$ cat src/rtl/memory_arbiter.sv
// Two-port memory arbiter: a CPU and a programmer share one synchronous memory.
// Round-robin tie-break; prog_lock fences off new CPU grants during programming.
module memory_arbiter #(
   parameter int ADDR_W = 8,
   parameter int DATA_W = 8
) (
   input  logic              clock,
   input  logic              reset,
   input  logic              prog_lock,
   input  logic              cpu_req,
   input  logic              cpu_we,
   input  logic [ADDR_W-1:0] cpu_adrs,
   input  logic [DATA_W-1:0] cpu_wdata,
   output logic              cpu_ack,
   output logic [DATA_W-1:0] cpu_rdata,
   input  logic              prg_req,
   input  logic              prg_we,
   input  logic [ADDR_W-1:0] prg_adrs,
   input  logic [DATA_W-1:0] prg_wdata,
   output logic              prg_ack,
   output logic [DATA_W-1:0] prg_rdata,
   output logic              mm_wr_en,
   output logic [ADDR_W-1:0] mm_adrs,
   output logic [DATA_W-1:0] mm_code,
   input  logic [DATA_W-1:0] mm_data,
   output logic              busy
);

   typedef enum logic [1:0] {IDLE, ACCESS, CAPTURE, DONE} state_t;

   state_t              state_q, state_d;
   logic                last_grant_q, last_grant_d;   // 1 = programmer owns/owned the access
   logic                mm_wr_en_q, mm_wr_en_d;
   logic [ADDR_W-1:0]   mm_adrs_q, mm_adrs_d;
   logic [DATA_W-1:0]   mm_code_q, mm_code_d;
   logic [DATA_W-1:0]   cpu_rdata_q, cpu_rdata_d;
   logic [DATA_W-1:0]   prg_rdata_q, prg_rdata_d;
   logic                cpu_elig;
   logic                grant_prg;

   assign cpu_elig = cpu_req & ~prog_lock;

   always_ff @(posedge clock or posedge reset) begin
      if (reset) begin
         state_q      <= IDLE;
         last_grant_q <= 1'b1;
         mm_wr_en_q   <= 1'b0;
         mm_adrs_q    <= '0;
         mm_code_q    <= '0;
         cpu_rdata_q  <= '0;
         prg_rdata_q  <= '0;
      end else begin
         state_q      <= state_d;
         last_grant_q <= last_grant_d;
         mm_wr_en_q   <= mm_wr_en_d;
         mm_adrs_q    <= mm_adrs_d;
         mm_code_q    <= mm_code_d;
         cpu_rdata_q  <= cpu_rdata_d;
         prg_rdata_q  <= prg_rdata_d;
      end
   end

   always_comb begin
      state_d      = state_q;
      last_grant_d = last_grant_q;
      mm_wr_en_d   = 1'b0;
      mm_adrs_d    = mm_adrs_q;
      mm_code_d    = mm_code_q;
      cpu_rdata_d  = cpu_rdata_q;
      prg_rdata_d  = prg_rdata_q;
      grant_prg    = 1'b0;
      case (state_q)
         IDLE: begin
            if (cpu_elig || prg_req) begin
               // On a tie the programmer wins only if the CPU had the previous grant.
               grant_prg    = prg_req && (!cpu_elig || !last_grant_q);
               state_d      = ACCESS;
               last_grant_d = grant_prg;
               mm_wr_en_d   = grant_prg ? prg_we    : cpu_we;
               mm_adrs_d    = grant_prg ? prg_adrs  : cpu_adrs;
               mm_code_d    = grant_prg ? prg_wdata : cpu_wdata;
            end
         end
         ACCESS: begin
            state_d = mm_wr_en_q ? DONE : CAPTURE;
         end
         CAPTURE: begin
            if (last_grant_q) prg_rdata_d = mm_data;
            else              cpu_rdata_d = mm_data;
            state_d = DONE;
         end
         DONE: begin
            state_d = IDLE;
         end
         default: state_d = IDLE;
      endcase
   end

   assign cpu_ack   = (state_q == DONE) && !last_grant_q;
   assign prg_ack   = (state_q == DONE) &&  last_grant_q;
   assign busy      = (state_q != IDLE);
   assign mm_wr_en  = mm_wr_en_q;
   assign mm_adrs   = mm_adrs_q;
   assign mm_code   = mm_code_q;
   assign cpu_rdata = cpu_rdata_q;
   assign prg_rdata = prg_rdata_q;

endmodule

$ cat config.mk
export PLATFORM = sky130hd
export DESIGN_NAME = memory_arbiter
export DESIGN_NICKNAME = d
export VERILOG_FILES = /design/src/rtl/memory_arbiter.sv
export SDC_FILE = /design/constraint.sdc
export NUM_CORES = 1
export LEC_CHECK = 0
export BUFFER_PORTS_ARGS = -buffer_cell sky130_fd_sc_hd__clkbuf_2
export CAP_MARGIN = 20
export CORE_ASPECT_RATIO = 2
export CORE_MARGIN = 1.5
export CORE_UTILIZATION = 47
export CTS_CLUSTER_DIAMETER = 40
export DETAILED_ROUTE_END_ITERATION = 8
export GPL_TIMING_DRIVEN = 0
export PLACE_DENSITY = 0.9
export SYNTH_ARGS = -nofsm -noshare
export SYNTH_HDL_FRONTEND = slang
export SYNTH_SLANG_ARGS = --single-unit
$ cat constraint.sdc
create_clock -name clock -period 2.2 [get_ports clock]
set_input_delay 0.11 -clock clock [delete_from_list [all_inputs] [get_ports clock]]
set_output_delay 0.11 -clock clock [all_outputs]
set_load 0.05 [all_outputs]
==> impl_metrics.csv <==
group,metric,value,unit
timing,setup_ws,0.4458,ns
worst_setup_path,crit_chain,"inv_1 -> ha_1 -> buf_2 -> clkbuf_1 -> o221a_1 -> a22oi_2",
worst_setup_path,critPathMaxStageDelay,0.42,ns
final_layout,syn_to_final_growth,31.24,%
cts,clk_path_buf_depth,2,
timing,setup_viol,0,
floorplanning,start_util,0.4919,
power_and_ir_drop,p_per_area,1677,nW/um^2
final_layout,multi_input_area,827.0,um^2
synth,synth_cells,174,
final_layout,num_antenna_cells,0,
synth,avgSynthCellArea,10.98,um^2
worst_setup_path,end_kind,"register",
synth,synth_area_leaders,"dfrtp_1 46%, mux2_2 9.4%, o221a_1 7.7%",
global_routing,antenna_found_initial,0,
route,wl_per_cell,14.16,um
timing,min_period,1.754,ns
global_routing,grt_pass1_wl,7355,um
route,vias,1666,
status,status,"finished, final reports clean",
power_and_ir_drop,max-vdd-ir-drop,0.0008033,V
placement,dp.final_hpwl,3579,um
global_routing,grt_max_degree,25,
placement,gp_congestion,0.7830,
final_layout,final_common_cell,"clkbuf_2",
power_and_ir_drop,leakage,0.001281,uW
worst_setup_path,crit_family,"buffers and inverters",
route,drc,0,
floorplanning,die_w,48.09,um
final_layout,nFillCells,327,
cts,clkSinkCount,36,
cts,clk_pin_slew,0.08,ns
timing,worst_pin_slew,0.5916,ns
floorplanning,die_area,4480,um^2
worst_hold_path,hold_path_class,"input pin to register",
timing,fin_crit_sh,0.7974,
synth,ys_types,28,
timing,rsz0062_at_grt,"false",
global_routing,grt_overflow,0,
cts,cts-root-buf,"clkbuf_8",
cts,post-cts-setup-buffer-count,0,
worst_setup_path,setup.worst_path.class,"register to register",
timing,slew_violations,0,
timing,slew-limit-headroom,0.6052,
cts,cts_hold_buf,1,
final_layout,layout-drive-gt1-share,0.4906,
placement,post-place-ws,0.4521,ns
timing,finalHoldViolCount,0,
final_layout,nets,315,
floorplanning,floorplan.core_area,3884,um^2
route,postRouteWirelength,4473,um
timing,fmax,0.5701,GHz
flow_run,maxCapViolCount,0,
worst_setup_path,critPathRequiredTime,2.36,ns
final_layout,regArea,902.1,um^2
synth,yosysWarnings,0,
floorplanning,rows,32,
worst_setup_path,worstPathMaxFanout,10,
synth,synth_nets,225,
worst_setup_path,r2r_slack,0.45,ns
floorplanning,ios,83,
worst_setup_path,worstPathArrival,1.91,ns
synth,ys_seq_elements,36,
route,drtIter0Drc,34,
timing,finClkSkew,0.01147,ns
cts,cts_max_level,2,
worst_setup_path,critPathSlowestCell,"dfrtp_1",
final_layout,final_cell_mix,"81 x clkbuf_2, 35 x dfrtp_1, 21 x inv_1",
cts,cts_buffers,5,
floorplanning,die_h,93.17,um
synth,yosys.area.top_type,"dfrtp_1",
route,vias_per_cell,5.272,
route,dr.pass1.iters,4,
worst_setup_path,critPathLaunchType,"register",
synth,syn-cell-area,1911,um^2
cts,worstSkewPairLatency,0.29,ns
cts,cts_resized,0,
timing,setup_tns,0,ns
global_routing,grt_pass1_vias,1688,
placement,port_buffers,81,
worst_setup_path,cp_num_buf_inv,3,
route,ant_nets,0,
global_routing,grtUsageTotal,0.2280,
cts,cts_tree,"yes",
synth,netlist.area_leader.share,0.4584,
synth,yosysSeqAreaShare,0.4722,
-- state kept, by name (all words and copies together), names as in the netlist --
signal / count
last_grant_q: 1
state_q: 2
mm_wr_en: 1
mm_adrs: 8
mm_code: 8
prg_rdata: 8
cpu_rdata: 8
-- synth_stat cells --
| master | n |
|---|---|
| nand3b_1 | 1 |
| a31o_2 | 1 |
| mux2_2 | 16 |
| a32o_1 | 1 |
| ha_1 | 4 |
| nor2_1 | 1 |
| a22oi_2 | 6 |
| a21oi_1 | 2 |
| buf_6 | 5 |
| o21ai_2 | 1 |
| o21ai_1 | 1 |
| nand3_1 | 1 |
| clkbuf_1 | 3 |
| o221a_2 | 3 |
| dfrtp_1 | 35 |
| buf_2 | 7 |
| and3b_1 | 1 |
| o221a_1 | 13 |
| dfstp_2 | 1 |
| nor2b_1 | 2 |
| or3_4 | 1 |
| and2_1 | 1 |
| nand2_1 | 18 |
| nand2b_1 | 1 |
| mux2_4 | 1 |
| o21ai_0 | 16 |
| a22oi_1 | 10 |
| inv_1 | 21 |
-- per-layer routing --
metal,global-route usage,share of wire
met5,0,0
met2,0.3944,0.58
met4,0.1149,0.020
met1,0.2298,0.34
met3,0.06178,0.062
-- where the power goes --
part / switching, uW / internal [uW] / total (uW) / leakage (uW)
logic: 1760 / 785 / 2540 / 0.000825
registers: 181 / 1010 / 1190 / 0.000411
clock network: 222 / 255 / 478 / 0.0000455
total: 2160 / 2050 / 4210 / 0.00128
-- worst paths after layout --
check                        startpoint            to  cells past startpoint
max                          state_q[1]    mm_adrs[3]                      6
min                        cpu_wdata[5]    mm_code[5]                      3
max reg2reg                  state_q[1]    mm_adrs[3]                      6
min reg2reg                prg_rdata[4]  prg_rdata[4]                      1
max in group asynchronous         reset  last_grant_q                      4
min in group asynchronous         reset    mm_code[6]                      3
-- layout make-up --
type | instances | share of cell area
sequential | 36 | 0.3598
multi-input combinational | 102 | 0.3298
timing repair buffer | 83 | 0.1766
buffer | 15 | 0.04092
clock buffer | 8 | 0.03593
inverter | 21 | 0.03144
tap | 51 | 0.02545
-- through the flow --
| step | instance area [um^2] | utilization | std cells | hold slack [ns] | power, uW |
|---|---|---|---|---|---|
| after detailed placement | 2407 | 0.6198 | 307 | 0.1821 | 3762 |
| after global placement | 2380 | 0.6128 | 306 | 0.3448 | 3686 |
| after CTS | 2507 | 0.6456 | 316 | 0.05920 | 4251 |
| after floorplan | 1911 | - | 174 | 0.2516 | 3187 |
| after global routing | 2507 | 0.6456 | 316 | 0.05502 | 4475 |
| final | 2507 | 0.6456 | 316 | 0.06268 | 4206 |
-- kinds of logic (layout without fill, tap and decap cells) --
| kind of cell | after synthesis | count (layout) | synth area share |
|---|---|---|---|
| AOI/OAI and AO/OA | 54 | 54 | 0.2371 |
| DFF | 36 | 36 | 0.4722 |
| buffers and inverters | 36 | 127 | 0.09496 |
| and+or+nand+nor | 27 | 27 | 0.06745 |
| muxes | 17 | 17 | 0.1022 |
| adders and majority gates | 4 | 4 | 0.02620 |
-- worst min-delay path, delay by kind of cell --
kind            cells  cell delay (ns)
compound gates      2             0.12
buf+inv             1             0.07
Note: power is estimated with default switching activity, not from simulation.
